===== src/rtl/oreg_pkg.sv =====
// Shared types and helpers for the output register bank.
// Latency: n/a (types, width helpers and pure functions only).
// Backpressure: n/a.
package oreg_pkg;

   // Drain FSM: FILL accepts writes, DRAIN streams entries out.
   typedef enum logic {
      ST_FILL  = 1'b0,
      ST_DRAIN = 1'b1
   } state_t;

   localparam int DEF_F_WIDTH = 8;
   localparam int DEF_I_WIDTH = 8;
   localparam int DEF_N_CH    = 4;
   localparam int DEF_DEPTH   = 8;
   localparam int DEF_GUARD   = 4;

   // Data word width from fractional and integer bit counts.
   function automatic int dw_of(input int f_width, input int i_width);
      return f_width + i_width;
   endfunction

   // Accumulator width: data word plus guard bits.
   function automatic int acc_w_of(input int dw, input int guard);
      return dw + guard;
   endfunction

   // Pointer width able to index DEPTH entries.
   function automatic int ptr_w_of(input int depth);
      return (depth <= 1) ? 1 : $clog2(depth);
   endfunction

   // Clamp a value into the signed range of a w-bit word (w <= 62).
   function automatic logic signed [63:0] clamp(input logic signed [63:0] a,
                                                 input int                 w);
      logic signed [63:0] hi;
      logic signed [63:0] lo;
      hi = (64'sd1 <<< (w - 1)) - 64'sd1;
      lo = -hi - 64'sd1;
      if (a > hi) begin
         return hi;
      end else if (a < lo) begin
         return lo;
      end
      return a;
   endfunction

   // Add two w-bit signed values, saturating instead of wrapping. Both
   // operands arrive sign-extended to 64 bits, so the raw sum cannot overflow.
   function automatic logic signed [63:0] sat_add(input logic signed [63:0] a,
                                                   input logic signed [63:0] b,
                                                   input int                 w);
      return clamp(a + b, w);
   endfunction

endpackage


===== src/rtl/oreg_chan.sv =====
// One channel of the output bank: DEPTH x ACC_W entries, overwrite/accumulate update, clamped read.
// Latency: write lands in the entry at the next edge; read is a combinational mux of the entry.
// Backpressure: none here; the top gates wr_en_i and sequences rd_ptr_i.
// Ports: clk_i/rst_n_i clock and async reset; clr_i synchronous clear of all entries
//   (wins over a write); wr_en_i/acc_mode_i/wr_ptr_i/wr_data_i write port;
//   rd_ptr_i/rd_data_o clamped read port.
module oreg_chan
   import oreg_pkg::*;
#(
   parameter int DW    = 16,
   parameter int ACC_W = 20,
   parameter int DEPTH = 8,
   parameter int PTR_W = 3
) (
   input  logic             clk_i,
   input  logic             rst_n_i,
   input  logic             clr_i,
   input  logic             wr_en_i,
   input  logic             acc_mode_i,
   input  logic [PTR_W-1:0] wr_ptr_i,
   input  logic [DW-1:0]    wr_data_i,
   input  logic [PTR_W-1:0] rd_ptr_i,
   output logic [DW-1:0]    rd_data_o
);

   logic signed [ACC_W-1:0] mem_q [DEPTH];
   logic signed [ACC_W-1:0] mem_d [DEPTH];
   logic signed [ACC_W-1:0] wr_ext;
   logic signed [ACC_W-1:0] acc_sum;

   always_comb begin
      mem_d   = mem_q;
      wr_ext  = {{(ACC_W - DW){wr_data_i[DW-1]}}, wr_data_i};
      acc_sum = ACC_W'(sat_add(64'(mem_q[wr_ptr_i]), 64'(wr_ext), ACC_W));
      if (clr_i) begin
         for (int i = 0; i < DEPTH; i++) begin
            mem_d[i] = '0;
         end
      end else if (wr_en_i) begin
         mem_d[wr_ptr_i] = acc_mode_i ? acc_sum : wr_ext;
      end
   end

   always_ff @(posedge clk_i or negedge rst_n_i) begin
      if (!rst_n_i) begin
         for (int i = 0; i < DEPTH; i++) begin
            mem_q[i] <= '0;
         end
      end else begin
         mem_q <= mem_d;
      end
   end

   // Guard bits let partial sums exceed the word range; clamp only on the way out.
   assign rd_data_o = DW'(clamp(64'(mem_q[rd_ptr_i]), DW));

endmodule


===== src/rtl/oreg_acc_bank.sv =====
// Multi-channel output register bank: N_CH channels of DEPTH entries, overwrite or accumulate, drained in order.
// Latency: write to stored entry 1 cycle; drain_start_i to first rd_valid_o 1 cycle; full drain DEPTH beats.
// Backpressure: rd_ready_i low holds rd_ptr and rd_data_o stable; writes during a drain are dropped and set err_o.
// Ports: clk_i/rst_n_i clock and async reset; clr_i synchronous clear; wr_en_i/acc_mode_i/wr_data_i
//   lockstep write; drain_start_i starts a drain; rd_valid_o/rd_ready_i/rd_data_o/rd_last_o drain
//   stream; busy_o high in DRAIN; err_o sticky illegal-write flag.
module oreg_acc_bank
   import oreg_pkg::*;
#(
   parameter int  F_WIDTH = DEF_F_WIDTH,
   parameter int  I_WIDTH = DEF_I_WIDTH,
   parameter int  N_CH    = DEF_N_CH,
   parameter int  DEPTH   = DEF_DEPTH,
   parameter int  GUARD   = DEF_GUARD,
   localparam int DW      = dw_of(F_WIDTH, I_WIDTH),
   localparam int ACC_W   = acc_w_of(DW, GUARD),
   localparam int PTR_W   = ptr_w_of(DEPTH)
) (
   input  logic              clk_i,
   input  logic              rst_n_i,
   input  logic              clr_i,
   input  logic              wr_en_i,
   input  logic              acc_mode_i,
   input  logic [N_CH*DW-1:0] wr_data_i,
   input  logic              drain_start_i,
   input  logic              rd_ready_i,
   output logic              rd_valid_o,
   output logic [N_CH*DW-1:0] rd_data_o,
   output logic              rd_last_o,
   output logic              busy_o,
   output logic              err_o
);

   state_t           state_q, state_d;
   logic [PTR_W-1:0] wr_ptr_q, wr_ptr_d;
   logic [PTR_W-1:0] rd_ptr_q, rd_ptr_d;
   logic             err_q, err_d;
   logic             chan_wr;
   logic             chan_clr;
   logic             in_drain;
   logic             at_last;
   logic [DW-1:0]    chan_rd [N_CH];

   assign in_drain = (state_q == ST_DRAIN);
   assign at_last  = (rd_ptr_q == PTR_W'(DEPTH - 1));

   always_comb begin
      state_d  = state_q;
      wr_ptr_d = wr_ptr_q;
      rd_ptr_d = rd_ptr_q;
      err_d    = err_q;
      chan_wr  = 1'b0;
      chan_clr = 1'b0;
      if (clr_i) begin
         state_d  = ST_FILL;
         wr_ptr_d = '0;
         rd_ptr_d = '0;
         err_d    = 1'b0;
         chan_clr = 1'b1;
      end else begin
         case (state_q)
            ST_FILL: begin
               if (wr_en_i) begin
                  chan_wr  = 1'b1;
                  wr_ptr_d = wr_ptr_q + PTR_W'(1);
               end
               // A same-cycle write still lands; the drain always starts at
               // entry 0 and covers every entry, even after a partial pass.
               if (drain_start_i) begin
                  state_d  = ST_DRAIN;
                  rd_ptr_d = '0;
                  wr_ptr_d = '0;
               end
            end
            ST_DRAIN: begin
               if (wr_en_i) begin
                  err_d = 1'b1;
               end
               if (rd_ready_i) begin
                  if (at_last) begin
                     // Zero the bank so the next pass can accumulate from scratch.
                     state_d  = ST_FILL;
                     rd_ptr_d = '0;
                     chan_clr = 1'b1;
                  end else begin
                     rd_ptr_d = rd_ptr_q + PTR_W'(1);
                  end
               end
            end
            default: state_d = ST_FILL;
         endcase
      end
   end

   always_ff @(posedge clk_i or negedge rst_n_i) begin
      if (!rst_n_i) begin
         state_q  <= ST_FILL;
         wr_ptr_q <= '0;
         rd_ptr_q <= '0;
         err_q    <= 1'b0;
      end else begin
         state_q  <= state_d;
         wr_ptr_q <= wr_ptr_d;
         rd_ptr_q <= rd_ptr_d;
         err_q    <= err_d;
      end
   end

   for (genvar k = 0; k < N_CH; k++) begin : g_chan
      oreg_chan #(
         .DW    (DW),
         .ACC_W (ACC_W),
         .DEPTH (DEPTH),
         .PTR_W (PTR_W)
      ) u_chan (
         .clk_i      (clk_i),
         .rst_n_i    (rst_n_i),
         .clr_i      (chan_clr),
         .wr_en_i    (chan_wr),
         .acc_mode_i (acc_mode_i),
         .wr_ptr_i   (wr_ptr_q),
         .wr_data_i  (wr_data_i[k*DW +: DW]),
         .rd_ptr_i   (rd_ptr_q),
         .rd_data_o  (chan_rd[k])
      );
      assign rd_data_o[k*DW +: DW] = in_drain ? chan_rd[k] : '0;
   end

   assign rd_valid_o = in_drain;
   assign busy_o     = in_drain;
   assign rd_last_o  = in_drain & at_last;
   assign err_o      = err_q;

endmodule


===== config.mk =====
export PLATFORM = sky130hd
export DESIGN_NAME = oreg_acc_bank
export DESIGN_NICKNAME = d
export VERILOG_FILES = /design/src/rtl/oreg_pkg.sv /design/src/rtl/oreg_chan.sv /design/src/rtl/oreg_acc_bank.sv
export SDC_FILE = /design/constraint.sdc
export NUM_CORES = 2
export LEC_CHECK = 0
export CAP_MARGIN = 20
export CORE_ASPECT_RATIO = 2
export CORE_MARGIN = 2
export CORE_UTILIZATION = 28
export CTS_BUF_LIST = sky130_fd_sc_hd__clkbuf_4 sky130_fd_sc_hd__clkbuf_8
export CTS_CLUSTER_DIAMETER = 60
export DETAILED_ROUTE_END_ITERATION = 6
export PLACE_DENSITY_LB_ADDON = 0.05
export RECOVER_POWER = 50
export SLEW_MARGIN = 0
export SYNTH_ARGS = -nofsm -noshare
export SYNTH_HDL_FRONTEND = slang
export SYNTH_SLANG_ARGS = --single-unit

===== constraint.sdc =====
create_clock -name clk_i -period 4 [get_ports clk_i]
set_input_delay 0.8 -clock clk_i [delete_from_list [all_inputs] [get_ports clk_i]]
set_output_delay 0.8 -clock clk_i [all_outputs]
set_load 0.02 [all_outputs]

==> impl_metrics.yaml <==
run_status:
  status: "complete, but fails checks"
  violations: "max-capacitance violations, max-slew violations, negative setup slack"
timing:
  relSlewSlack_pct: -83.1
  finalSetupViolCount: 660
  tns_ps: -80790
  finalCritPeriodShare_pct: 108
  setup_ws_ps: -317
  drv_slew: 40
  skew_ps: 39.9
  min_period_ps: 4320
  hold_violations: 0
  grt_setup_unrepaired: "yes"
  fmax_mhz: 232
  worst_pin_slew_ps: 2750
setup_path:
  crit_type: "register to register"
  r2r-start: "wr_ptr_q[1]$_DFFE_PN0P_"
  rr_worst_depth: 17
  crit_path_end: "g_chan[3].u_chan.mem_q[128]$_DFFE_PN0P_"
  startpoint: "wr_ptr_q[1]$_DFFE_PN0P_"
  cp-end-kind: "register"
  crit_path_start_kind: "register"
  cp.arrival_ps: 5050
  path_max_fanout: 15
  reg2reg_setup_slack_ps: -320
  r2r_end: "g_chan[3].u_chan.mem_q[128]$_DFFE_PN0P_"
  required_ps: 4730
placed_design:
  gpl.final_weighted_congestion: 0.842
  hpwl_um: 115000
  port_buffers: 138
  post-place-ws_ps: -658
synthesis:
  synth_area_um2: 37500
  synth_warnings: 0
  yosys_most_used_dff: "dfrtp_1"
  synth-edff-count: 0
  yosysSeqAreaShare_pct: 43.2
  ys_ff_latch: 648
  avgSynthCellArea_um2: 10.8
  synth_cell_types: 86
  syn_nets: 3636
  async_reset_ff_share_pct: 100
  netlist_instances: 3478
power:
  ir_worst_vdd_mv: 0.243
  powerDensity_nw_per_um2: 358
  p_leak_nw: 21.7
die:
  floorplan.initialDensity_pct: 28.1
  die_w_um: 263
  core_um2: 133000
  die_h_um: 522
  fp.dieArea_um2: 137000
  row_count: 190
  ios: 139
routing:
  drc: 0
  via_count: 34700
  dr.pass1.iters: 5
  wl_per_cell_um: 29.5
  routed_via_density: 5.79
  drt_iter0_markers: 2598
  wl_um: 177000
  ant_nets: 0
final_layout:
  drive_gt1_share_pct: 36.1
  nets: 4329
  area_delta_synth_final_pct: 38.0
clocking:
  cts_tree: "yes"
  path_clk_slew_ps: 70
  clock_latency_ps: 820
  htreeDepth: 3
  clock-sinks: 648
  cts_root_buffer: "clkbuf_8"
  cts_buffer_depth: 3
  cts_made_buffers: 108
global_route:
  grt_pass1_vias: 36200
  grt_usage_pct: 25.4
  grt_pass1_wl_um: 258000
  grt_antenna_before_repair: 2
  grt_max_degree: 108
  grt-ovfl-total: 0
hold_path:
  worstHoldPathType: "register to register"
job:
  drv_cap: 1
[cells in the final DEF (no fill, tap or decap), types with 18 or more instances in the layout]
| master | n |
|---|---|
| a22o_1 | 314 |
| nand4_1 | 91 |
| mux4_2 | 160 |
| o21ai_1 | 92 |
| xor2_1 | 22 |
| a22oi_1 | 312 |
| clkbuf_4 | 21 |
| o2bb2ai_4 | 18 |
| dfrtp_1 | 642 |
| inv_1 | 30 |
| a221o_1 | 25 |
| o21ai_0 | 250 |
| o21ai_2 | 50 |
| buf_12 | 101 |
| ha_4 | 22 |
| nor2b_1 | 23 |
| a22oi_2 | 32 |
| clkbuf_8 | 140 |
| nand2_1 | 305 |
| a21oi_1 | 107 |
| xnor2_1 | 31 |
| a211oi_2 | 20 |
| clkinv_2 | 23 |
| nand3_1 | 22 |
| clkdlybuf4s50_1 | 74 |
| buf_6 | 68 |
| a21o_1 | 27 |
| nor2_1 | 70 |
| o211ai_1 | 26 |
| ha_1 | 53 |
| buf_4 | 577 |
| mux2i_1 | 65 |
[metal layers]
layer  share of wire [%]  up-vias  GRT usage [%]
met5              0.0073        -              0
met1                  43    18000           33.5
li1                    -    15100              -
met2                  48     1276           42.5
met4                 3.1        2           8.22
met3                 5.5      306           3.86
[cell families after synthesis]
| logic type | Yosys count | synth area share [%] |
|---|---|---|
| multiplexers | 245 | 11.9 |
| flip-flops | 648 | 43.2 |
| XOR/XNOR | 54 | 1.26 |
| buffers and inverters | 335 | 3.55 |
| AND/OR/NAND/NOR | 637 | 7.89 |
| adder cells (fa/ha/maj) | 88 | 3.01 |
| AO/OA/AOI/OAI | 1471 | 29.2 |
[registers in the layout (all words and copies together), names as in the netlist]
| signal | flops |
|---|---|
| wr_ptr_q | 3 |
| g_chan.u_chan.mem_q | 640 |
| err_o | 1 |
| busy_o | 1 |
| rd_ptr_q | 3 |
[through the flow]
stage                     power, mW  utilization (%)  hold WS (ps)  area (um^2)  instances
after global routing           19.3             38.8           537        51800       5991
final                          18.5             38.8           503        51800       5991
after CTS                      18.6             38.2           472        51000       5971
after detailed placement       10.9             34.4           492        45900       5672
after floorplan                8.75                -           466        37500       3478
after global placement         10.9             34.4           485        45900       5672
[critical path, cell delays in order, from the launching register on]
cell       delay, ps
dfrtp_2          430
buf_6            150
and3b_4          290
buf_12           190
buf_4            150
a22oi_1          200
nand4_1          330
ha_4             410
nand3_1           90
buf_4            160
inv_1             50
nand4_1          270
a32oi_2          340
a211oi_2          80
or2_4            290
bufbuf_16        290
o2bb2ai_4        290
a22o_1           180
[Yosys cell counts, drive strengths merged, types with 9 or more instances]
cell / count / area share (%)
a31oi: 27 / 0.90
buf: 63 / 0.83
xor2: 22 / 0.51
and2: 11 / 0.18
xnor2: 32 / 0.75
o211ai: 26 / 0.52
mux4: 160 / 9.6
a21o: 27 / 0.54
clkbuf: 240 / 2.4
a22oi: 344 / 6.9
nor3: 26 / 0.37
a21oi: 136 / 1.9
nor2: 84 / 0.84
inv: 32 / 0.32
dfrtp: 648 / 43
nand3: 31 / 0.43
mux2i: 82 / 2.2
o31ai: 18 / 0.40
a221o: 26 / 0.69
o21ai: 398 / 5.3
o2bb2ai: 30 / 1.6
a211oi: 40 / 1.1
nand2: 320 / 3.2
a22o: 316 / 7.4
ha: 83 / 2.8
nand4: 92 / 1.6
o21bai: 9 / 0.18
nor2b: 26 / 0.43
o21a: 14 / 0.28
[how the worst min path moves through the flow]
stage / start / end / cells after the start / slack (ps)
after floorplan: g_chan[0].u_chan.mem_q[107]$_DFFE_PN0P_ / g_chan[0].u_chan.mem_q[107]$_DFFE_PN0P_ / 2 / 470
after global placement: g_chan[1].u_chan.mem_q[56]$_DFFE_PN0P_ / g_chan[1].u_chan.mem_q[56]$_DFFE_PN0P_ / 2 / 480
after detailed placement: g_chan[1].u_chan.mem_q[115]$_DFFE_PN0P_ / g_chan[1].u_chan.mem_q[115]$_DFFE_PN0P_ / 2 / 490
after CTS: rst_n_i / g_chan[0].u_chan.mem_q[81]$_DFFE_PN0P_ / 2 / 470
after global routing: g_chan[1].u_chan.mem_q[32]$_DFFE_PN0P_ / g_chan[1].u_chan.mem_q[32]$_DFFE_PN0P_ / 2 / 540
final: err_o$_DFFE_PN0P_ / err_o$_DFFE_PN0P_ / 2 / 500
[power breakdown]
| group | switching (mW) | leakage [nW] | internal (mW) |
|---|---|---|---|
| clock | 3.11 | 1.35 | 4.04 |
| sequential | 0.0845 | 9.00 | 6.64 |
| combinational | 2.66 | 11.4 | 1.96 |
| total | 5.86 | 21.7 | 12.6 |
[repair_timing]
item,CTS,global route
pin swaps,145,101
gates resized for setup,696,146
hold buffers,1,0
cloned,9,5
setup buffers,90,16
endpoints found under the setup margin,703,703
endpoints found under the hold margin,30,0
[layout make-up]
type / count / area, um^2
clock buffers: 160 / 2080
diodes: 1 / 2.50
fillers: 13100 / 81600
multi-input cells: 2497 / 21900
repair buffers: 884 / 8750
inverters: 32 / 121
flip-flops and latches: 648 / 16200
well taps: 1728 / 2160
clock inverters: 41 / 504
Note: power is estimated with default switching activity, not from simulation.
